[src/rtl/mips_pkg.sv]
// Shared definitions for the MIPS core slice: opcode constants, memory sizing
// and the instruction-memory loader state encoding.
package mips_pkg;

    localparam int IMEM_DEPTH_DEFAULT = 128;

    localparam logic [5:0] OP_RTYPE = 6'h00;
    localparam logic [5:0] OP_J     = 6'h02;
    localparam logic [5:0] OP_JAL   = 6'h03;
    localparam logic [5:0] OP_BEQ   = 6'h04;
    localparam logic [5:0] OP_BNE   = 6'h05;
    localparam logic [5:0] OP_ADDI  = 6'h08;
    localparam logic [5:0] OP_ANDI  = 6'h0c;
    localparam logic [5:0] OP_ORI   = 6'h0d;
    localparam logic [5:0] OP_LUI   = 6'h0f;
    localparam logic [5:0] OP_LW    = 6'h23;
    localparam logic [5:0] OP_SW    = 6'h2b;

    typedef enum logic [1:0] {
        ST_IDLE  = 2'd0,
        ST_RECV  = 2'd1,
        ST_WRITE = 2'd2,
        ST_FIN   = 2'd3
    } loader_state_t;

    function automatic logic [5:0] opcode_of(input logic [31:0] instr);
        return instr[31:26];
    endfunction

endpackage

[src/rtl/word_packer.sv]
// Big-endian 4-byte assembler: each accepted byte shifts in at the bottom, so
// the first byte of a word ends up in [31:24] after four accepts.
module word_packer (
    input  logic        clk,
    input  logic        reset,
    input  logic [7:0]  byte_in,
    input  logic        accept,
    input  logic        clear,
    output logic [31:0] word,
    output logic        full
);

    logic [1:0] count;

    always_ff @(posedge clk) begin
        if (reset || clear) begin
            word  <= 32'd0;
            count <= 2'd0;
        end else if (accept) begin
            word  <= {word[23:0], byte_in};
            count <= count + 2'd1;
        end
    end

    // Three bytes held: the next accept completes the word (count wraps to 0).
    assign full = (count == 2'd3);

endmodule

[src/rtl/imem_loader.sv]
// Streams a program byte-by-byte into instruction memory while holding the CPU.
// Handshake: a byte transfers on a rising edge where byte_valid && byte_ready.
module imem_loader
    import mips_pkg::*;
#(
    parameter int DEPTH = IMEM_DEPTH_DEFAULT
) (
    input  logic          clk,
    input  logic          reset,
    input  logic          start,
    input  logic [7:0]    load_len,
    input  logic [7:0]    byte_in,
    input  logic          byte_valid,
    output logic          byte_ready,
    output logic          wr_en,
    output logic [31:0]   wr_addr,
    output logic [31:0]   wr_data,
    output logic          busy,
    output logic          cpu_hold,
    output logic          done,
    output logic          err,
    output loader_state_t dbg_state
);

    localparam int IDX_W = (DEPTH > 1) ? $clog2(DEPTH) : 1;

    loader_state_t    state;
    logic [7:0]       len;
    logic [IDX_W-1:0] word_idx;
    logic             err_q;

    logic [31:0]      len_ext;
    logic [31:0]      idx_ext;
    logic             len_ok;
    logic             last_word;
    logic             accept;
    logic             pk_clear;
    logic             pk_full;
    logic [31:0]      pk_word;

    assign len_ext   = {24'd0, load_len};
    assign len_ok    = (len_ext != 32'd0) && (len_ext <= 32'(DEPTH));
    assign idx_ext   = 32'(word_idx);
    assign last_word = (idx_ext == ({24'd0, len} - 32'd1));

    assign accept   = byte_valid && byte_ready;
    // Byte count restarts on every new session and after every written word.
    assign pk_clear = ((state == ST_IDLE) && start && len_ok) || (state == ST_WRITE);

    word_packer u_packer (
        .clk     (clk),
        .reset   (reset),
        .byte_in (byte_in),
        .accept  (accept),
        .clear   (pk_clear),
        .word    (pk_word),
        .full    (pk_full)
    );

    always_ff @(posedge clk) begin
        if (reset) begin
            state    <= ST_IDLE;
            len      <= 8'd0;
            word_idx <= '0;
            err_q    <= 1'b0;
        end else begin
            err_q <= 1'b0;
            case (state)
                ST_IDLE: begin
                    if (start) begin
                        if (len_ok) begin
                            len      <= load_len;
                            word_idx <= '0;
                            state    <= ST_RECV;
                        end else begin
                            err_q <= 1'b1;
                        end
                    end
                end
                ST_RECV: begin
                    if (accept && pk_full) begin
                        state <= ST_WRITE;
                    end
                end
                ST_WRITE: begin
                    if (last_word) begin
                        state <= ST_FIN;
                    end else begin
                        word_idx <= word_idx + 1'b1;
                        state    <= ST_RECV;
                    end
                end
                ST_FIN: begin
                    state <= ST_IDLE;
                end
                default: begin
                    state <= ST_IDLE;
                end
            endcase
        end
    end

    // Outputs decode straight from state; gating with reset keeps them quiet
    // during the reset cycle itself, before the state register has cleared.
    assign byte_ready = (state == ST_RECV) && !reset;
    assign wr_en      = (state == ST_WRITE) && !reset;
    assign wr_addr    = wr_en ? {idx_ext[29:0], 2'b00} : 32'd0;
    assign wr_data    = wr_en ? pk_word : 32'd0;
    assign busy       = (state != ST_IDLE) && !reset;
    assign cpu_hold   = busy;
    assign done       = (state == ST_FIN) && !reset;
    assign err        = err_q && !reset;
    assign dbg_state  = state;

endmodule

[config.mk]
export PLATFORM = sky130hd
export DESIGN_NAME = imem_loader
export DESIGN_NICKNAME = d
export VERILOG_FILES = /design/src/rtl/mips_pkg.sv /design/src/rtl/word_packer.sv /design/src/rtl/imem_loader.sv
export SDC_FILE = /design/constraint.sdc
export NUM_CORES = 1
export LEC_CHECK = 0
export BUFFER_PORTS_ARGS = -buffer_cell sky130_fd_sc_hd__buf_2
export CORE_ASPECT_RATIO = 1.2
export CORE_MARGIN = 1
export CORE_UTILIZATION = 45
export DETAILED_ROUTE_END_ITERATION = 8
export MAX_ROUTING_LAYER = met4
export PLACE_DENSITY_LB_ADDON = 0.1
export RECOVER_POWER = 100
export SYNTH_ARGS = -nofsm -noshare
export SYNTH_HDL_FRONTEND = slang
export SYNTH_SLANG_ARGS = --single-unit
export TNS_END_PERCENT = 5
[constraint.sdc]
create_clock -name clk -period 2.05 [get_ports clk]
set_input_delay 0.3075 -clock clk [delete_from_list [all_inputs] [get_ports clk]]
set_output_delay 0.3075 -clock clk [all_outputs]
set_load 0.01 [all_outputs]
==> reports/summary.txt, run 1 <==
switching part of the total power: 24.8%
vias in the first global route: 2,202
CP Capture Point: wr_data[0]
largest net degree at the start of global routing: 41
Max Cap Viol: 0
Routed wire per std cell: 12.7 um
leakage power: 1.47 nW
fin nets: 435
met2 Resource Use GR: 35.9%
clock power share: 35.0%
Stages on worst setup path: 6
PortBufs: 66
Largest stage delay, worst path: 360 ps
Fillers: 598
first-pass GRT wire length: 10.0 mm
mux contribution to synthesized area: 2.86%
Synth Instances: 341
DRT Pass-1 Iters: 4
internal power: 1.49 mW
die footprint: 0.00654 mm2
clk buf depth: 2
die height: 88.4 um
fin. max-slew vios: 0
Synth Area in Simple Gates: 28.3%
Crit Path Max Fanout: 40
die width: 74.0 um
setup_tns: 0 ps
required time worst endpoint: 1740 ps
largest family of logic cells by synthesized area: simple AND/OR/NAND/NOR gates
Multi-input gate area: 0.00165 mm2
total global-route track usage: 20.7%
Crit Path Class: flip-flop to primary output
clk slew on worst S/H paths: 90 ps
HPWL Detailed: 4.30 mm
vias post-DR: 2,420
register area: 0.00104 mm2
Clock H-tree levels: 2
path depth of the worst reg2reg path: 9
clock latency on the worst-skew pair: 300 ps
CP cell instances: inv_2 > nand2_1 > nor2_2 > buf_12 > and2_1 > buf_2
Setup crit start kind: flip-flop
GPL Wtd Cong: 0.937
critical path capture point type: primary output
adder-cell share of the synthesized area: 1.34%
Clock Tree Root: clkbuf_8
Comb power frac: 12.4%
grt met1 use: 23.6%
hold_buf cts: 0
endpoint of the worst-slack reg-to-reg timing path: word_idx[6]$_SDFFE_PP0P_
Cells after DPL: 485
total I/O pin count: 92
EDFF count, synth: 0
Yosys warning total: 0
initial DRC count: 90
Sequential Power Share: 52.6%
share of layout cells above drive strength 1: 36.3%
post-synthesis sequential area ratio: 37.2%
Net Sw Power: 489 uW
CP bufs+invs: 3
met3 Resource Use GR: 2.85%
Worst path slowest cell: dfxtp_1
peak supply drop: 0.413 mV
fin util: 57.3%
Reg-to-Reg Start: len[1]$_SDFFE_PP0P_
CTS tree: built
Synth Cell Area: 0.00280 mm2
RSZ-0062 raised after global routing: yes
Hold Vio Cnt, Final: 0
clock sink count: 52
Main synth FF type: dfxtp_1
syn_area_per_cell: 8.21 um2
cts bufs inserted: 5
Hold WS: 238 ps
final cell count without fillers: 495
Final Cycle Share: 97.9%
Tmin final: 2010 ps
Most Crowded Layer GR: met2
Synth Area in Compound Gates: 15.9%
core area: 0.00601 mm2
Worst Path Arrival: 1700 ps
Yosys reg bits: 52
Synth Area in XOR/XNOR: 3.13%
Inserted Diodes: 0
PwrDens: 574 mW/mm2
R2R Setup Slk: 70 ps
Critical Path Source: dbg_state[0]$_SDFFE_PP0P_
Std-Cell Rows: 31
final setup violation count: 0
Setup WS pre-CTS: -32.7 ps
DRT Wirelength: 6.30 mm
Fmax achieved: 498 MHz
setup ws final: 43.2 ps
DRC Markers: 0
FFs w/ async S/R, synth: 0%
status: complete, no violations
Overflow after GRT: 0
CP delay by family, top: simple AND/OR/NAND/NOR gates
Clock Skews: 3.51 ps
final antenna-violating net count: 0
Via density: 4.89
synth-to-layout area growth: 22.9%
Initial Util: 46.6%
Hold/Removal Path Class: input pin to flip-flop
distinct cell type count after synthesis: 42
initial antenna violation count: 0
-- power groups by stage --
stage | Combinational (mW) | Sequential [mW] | Clock, mW
finish | 0.244 | 1.04 | 0.691
global route | 0.266 | 1.04 | 0.751
CTS | 0.225 | 1.04 | 0.715
detailed placement | 0.212 | 1.06 | 0
global placement | 0.211 | 1.06 | 0
floorplan | 0.183 | 1.06 | 0
-- tightest hold or removal path: stages --
cell and delay, ps:
buf_2 100, nand2_1 50, a211oi_1 40
-- worst min path at each step --
| stage | startpoint | cells past startpoint | end |
|---|---|---|---|
| 5_1_grt | byte_in[4] | 3 | u_packer.word[4]$_SDFFE_PP0P_ |
| 4_1_cts | byte_in[5] | 3 | u_packer.word[5]$_SDFFE_PP0P_ |
| 2_1_floorplan | start | 2 | err_q$_SDFF_PP0_ |
| 3_5_place_dp | u_packer.word[5]$_SDFFE_PP0P_ | 2 | u_packer.word[13]$_SDFFE_PP0P_ |
| 3_3_place_gp | u_packer.word[27]$_SDFFE_PP0P_ | 2 | u_packer.word[27]$_SDFFE_PP0P_ |
| 6_report | start | 3 | err_q$_SDFF_PP0_ |
-- cell usage after synthesis (2+ instances only) --
library cell,instances,area share (%)
nand2b_1,2,0.45
nor3b_1,2,0.54
and2_1,42,9.4
ha_1,3,1.3
inv_1,4,0.54
xnor2_1,3,0.94
nor3_1,3,0.54
buf_6,3,1.2
dfxtp_1,52,37
nand4_1,2,0.45
clkbuf_1,11,1.5
nand2_1,71,9.5
mux2i_1,8,2.9
or3_1,6,1.3
a21oi_2,29,9.1
nor2_1,16,2.1
o21ai_0,8,1.4
a21oi_1,11,2.0
buf_2,2,0.36
buf_4,28,7.5
nor2b_1,2,0.45
nand3_1,7,1.3
xor2_1,7,2.2
-- metrics by stage --
stage | instance area [um2] | power, mW
2_1_floorplan | 2890 | 1.24
3_3_place_gp | 3200 | 1.27
3_5_place_dp | 3200 | 1.27
4_1_cts | 3370 | 1.98
5_1_grt | 3440 | 2.06
6_report | 3440 | 1.97
-- cell families (layout without fill, tap and decap cells) --
family	count (synthesis)	in the layout
other	1	25
AND/OR/NAND/NOR	160	160
AO/OA/AOI/OAI	58	58
multiplexers	8	8
XOR/XNOR	10	10
flip-flops	52	52
buffers and inverters	49	97
adder cells (fa/ha/maj)	3	3
-- repair_timing --
action,4_1_cts,5_1_grt
endpoints found under the setup margin,8,28
pin swaps,1,7
gates resized for setup,9,19
cloned,1,0
buffers inserted,1,0
-- area by class of cell --
class                           count  share of cell area, %
Tap cell                           82                   2.98
Inverter                            4                  0.436
Sequential cell                    52                   30.4
Timing Repair Buffer               85                   15.2
Multi-Input combinational cell    264                   47.9
Clock inverter                      2                   1.02
Clock buffer                        6                   2.11
-- layer usage --
metal / wire length [um] / vias up
met4: 170 / 0
met2: 3220 / 65
met5: 0 / -
met3: 210 / 14
met1: 2700 / 1132
li1: - / 1209
-- sequential cells by signal (all words and copies together), names as in the netlist --
name / cells
dbg_state: 2
word_idx: 7
u_packer.count: 2
len: 8
u_packer.word: 32
err_q: 1
-- cell usage in the layout (no fill, tap or decap), drive strengths merged --
master	count
a211oi	1
a21oi	40
a221oi	1
a2bb2oi	1
a31oi	2
a41oi	1
and2	42
and3	1
buf	85
bufinv	1
clkbuf	6
clkinv	1
conb	25
dfxtp	52
ha	3
inv	4
mux2i	8
nand2	72
nand2b	2
nand3	7
nand4	2
nand4b	1
nor2	17
nor2b	2
nor3	3
nor3b	2
o2111ai	1
o21ai	8
o21ba	1
o311ai	1
o31ai	1
or3	7
or4	2
xnor2	3
xor2	7
Power figures use the tool's default switching activity.
==> run 2, diff against run 1 <==
GPL_TIMING_DRIVEN = 0   (was not set)
TNS_END_PERCENT = 100   (was 5)
==> reports/summary.txt, run 2 (same netlist as run 1, synthesis figures left out) <==
path depth of the worst reg2reg path: 9 (unchanged)
clk slew on worst S/H paths: 100 ps (was 90 ps)
register area: 0.00105 mm2 (was 0.00104 mm2)
final antenna-violating net count: 0 (unchanged)
Hold WS: 223 ps (was 238 ps)
biggest regs: u_packer.word: 32 flops, len: 8 flops, word_idx: 7 flops (unchanged)
core area: 0.00601 mm2 (unchanged)
die height: 88.4 um (unchanged)
total global-route track usage: 20.8% (was 20.7%)
die width: 74.0 um (unchanged)
total I/O pin count: 92 (unchanged)
critical path capture point type: flip-flop (was primary output)
vias post-DR: 2,473 (was 2,420)
Std-Cell Rows: 31 (unchanged)
CP cell instances: buf_2 > or4_1 > or3_1 > a31oi_1 > nand2_1 > buf_6 > a21oi_2 (was inv_2 > nand2_1 > nor2_2 > buf_12 > and2_1 > buf_2)
cts bufs inserted: 5 (unchanged)
initial antenna violation count: 0 (unchanged)
first-pass GRT wire length: 10.1 mm (was 10.0 mm)
DRT Wirelength: 6.35 mm (was 6.30 mm)
Fmax achieved: 482 MHz (was 498 MHz)
setup_tns: -347 ps (was 0 ps)
required time worst endpoint: 2290 ps (was 1740 ps)
HPWL Detailed: 4.66 mm (was 4.30 mm)
Crit Path Class: input pin to flip-flop (was flip-flop to primary output)
PortBufs: 66 (unchanged)
Worst Hold Path EP: err_q$_SDFF_PP0_ (unchanged)
CTS tree: built (unchanged)
Largest stage delay, worst path: 550 ps (was 360 ps)
Hold Vio Cnt, Final: 0 (unchanged)
DRT Pass-1 Iters: 4 (unchanged)
Tmin final: 2080 ps (was 2010 ps)
Biggest register: u_packer.word (unchanged)
synth-to-layout area growth: 24.3% (was 22.9%)
share of layout cells above drive strength 1: 34.8% (was 36.3%)
Clock Tree Root: clkbuf_8 (unchanged)
fin. max-slew vios: 0 (unchanged)
clk buf depth: 2 (unchanged)
leakage power: 1.54 nW (was 1.47 nW)
Clock Skews: 9.59 ps (was 3.51 ps)
most frequent cells in the layout: nand2_1, buf_2, dfxtp_1, and2_1, buf_4 (was nand2_1, buf_2, dfxtp_1, and2_1, a21oi_2)
peak supply drop: 0.342 mV (was 0.413 mV)
Final Cycle Share: 101% (was 97.9%)
max reg flops: 32 (unchanged)
status: finished, violations left (was complete, no violations)
Reg-to-Reg Start: len[0]$_SDFFE_PP0P_ (was len[1]$_SDFFE_PP0P_)
PnR Total Power: 1.90 mW (was 1.97 mW)
clock sink count: 52 (unchanged)
Fillers: 577 (was 598)
most common cell after layout, fill and taps aside: nand2_1 (unchanged)
Worst Path Arrival: 2320 ps (was 1700 ps)
setup ws final: -25.4 ps (was 43.2 ps)
Inserted Diodes: 0 (unchanged)
DRC Markers: 0 (unchanged)
Overflow after GRT: 0 (unchanged)
final setup violation count: 30 (was 0)
R2R Setup Slk: -10 ps (was 70 ps)
worst hold start: start (unchanged)
vias in the first global route: 2,167 (was 2,202)
Via density: 4.71 (was 4.89)
Worst path slowest cell: or4_1 (was dfxtp_1)
fin nets: 465 (was 435)
Clock H-tree levels: 2 (unchanged)
Hold/Removal Path Class: input pin to flip-flop (unchanged)
RSZ-0062 raised after global routing: yes (unchanged)
fin util: 57.9% (was 57.3%)
failing checks: setup timing
Max Cap Viol: 0 (unchanged)
initial DRC count: 88 (was 90)
Crit Path Max Fanout: 10 (was 40)
Initial Util: 46.6% (unchanged)
Setup crit start kind: input pin (was flip-flop)
GPL Wtd Cong: 0.859 (was 0.937)
endpoint of the worst-slack reg-to-reg timing path: word_idx[2]$_SDFFE_PP0P_ (was word_idx[6]$_SDFFE_PP0P_)
die footprint: 0.00654 mm2 (unchanged)
Routed wire per std cell: 12.1 um (was 12.7 um)
WHS Path Cells: 3 (unchanged)
Multi-input gate area: 0.00157 mm2 (was 0.00165 mm2)
clock latency on the worst-skew pair: 310 ps (was 300 ps)
PwrDens: 545 mW/mm2 (was 574 mW/mm2)
largest net degree at the start of global routing: 16 (was 41)
[run 2: worst max-delay path: cells and delay by family]
family	cells	cell delay (ps)
and+or+nand+nor	3	1240
AOI/OAI and AO/OA	2	420
buffers and inverters	2	340
[run 2: repair_timing]
action                                  4_1_cts  5_1_grt
hold endpoints to repair                      0        0
resized for setup                            10       13
endpoints found under the setup margin       47       76
hold buffers                                  0        0
pin swaps                                     1        2
buffers inserted                              3        0
cloned                                        1        0
[run 2: cell type report]
type	count	share of cell area (%)
Sequential cell	52	30.1
Timing Repair Buffer	70	10.2
Buffer	45	8.67
Clock buffer	7	2.48
Tap cell	82	2.95
Inverter	4	0.431
Clock inverter	1	0.216
Multi-Input combinational cell	264	45.0
[run 2: power breakdown]
part | switching [mW] | internal [mW]
clock | 0.335 | 0.275
combinational | 0.138 | 0.112
sequential | 0.0143 | 1.02
[run 2: worst max path at each step]
stage | end | from | slack (ps)
after floorplan | word_idx[2]$_SDFFE_PP0P_ | len[0]$_SDFFE_PP0P_ | 40
after global placement | word_idx[2]$_SDFFE_PP0P_ | len[0]$_SDFFE_PP0P_ | -230
after detailed placement | word_idx[5]$_SDFFE_PP0P_ | len[0]$_SDFFE_PP0P_ | -260
after CTS | word_idx[2]$_SDFFE_PP0P_ | len[0]$_SDFFE_PP0P_ | 3
after global routing | word_idx[2]$_SDFFE_PP0P_ | len[1]$_SDFFE_PP0P_ | -170
final | u_packer.word[31]$_SDFFE_PP0P_ | load_len[3] | -30
[run 2: metrics by stage]
step                area [um2]  setup slack, ps  std cells
CTS                       3460             2.97        525
global route              3480             -168        525
detailed placement        3320             -257        513
floorplan                 2890             41.7        365
global placement          3320             -234        513
finish                    3480            -25.4        525
[run 2: routing by layer]
| layer | global-route usage, % | routed length [um] | up-vias |
|---|---|---|---|
| met2 | 34.9 | 3210 | 59 |
| met4 | 8.92 | 160 | 0 |
| met1 | 24.5 | 2760 | 1131 |
| li1 | - | - | 1269 |
| met5 | - | 0 | - |
| met3 | 3.42 | 210 | 14 |
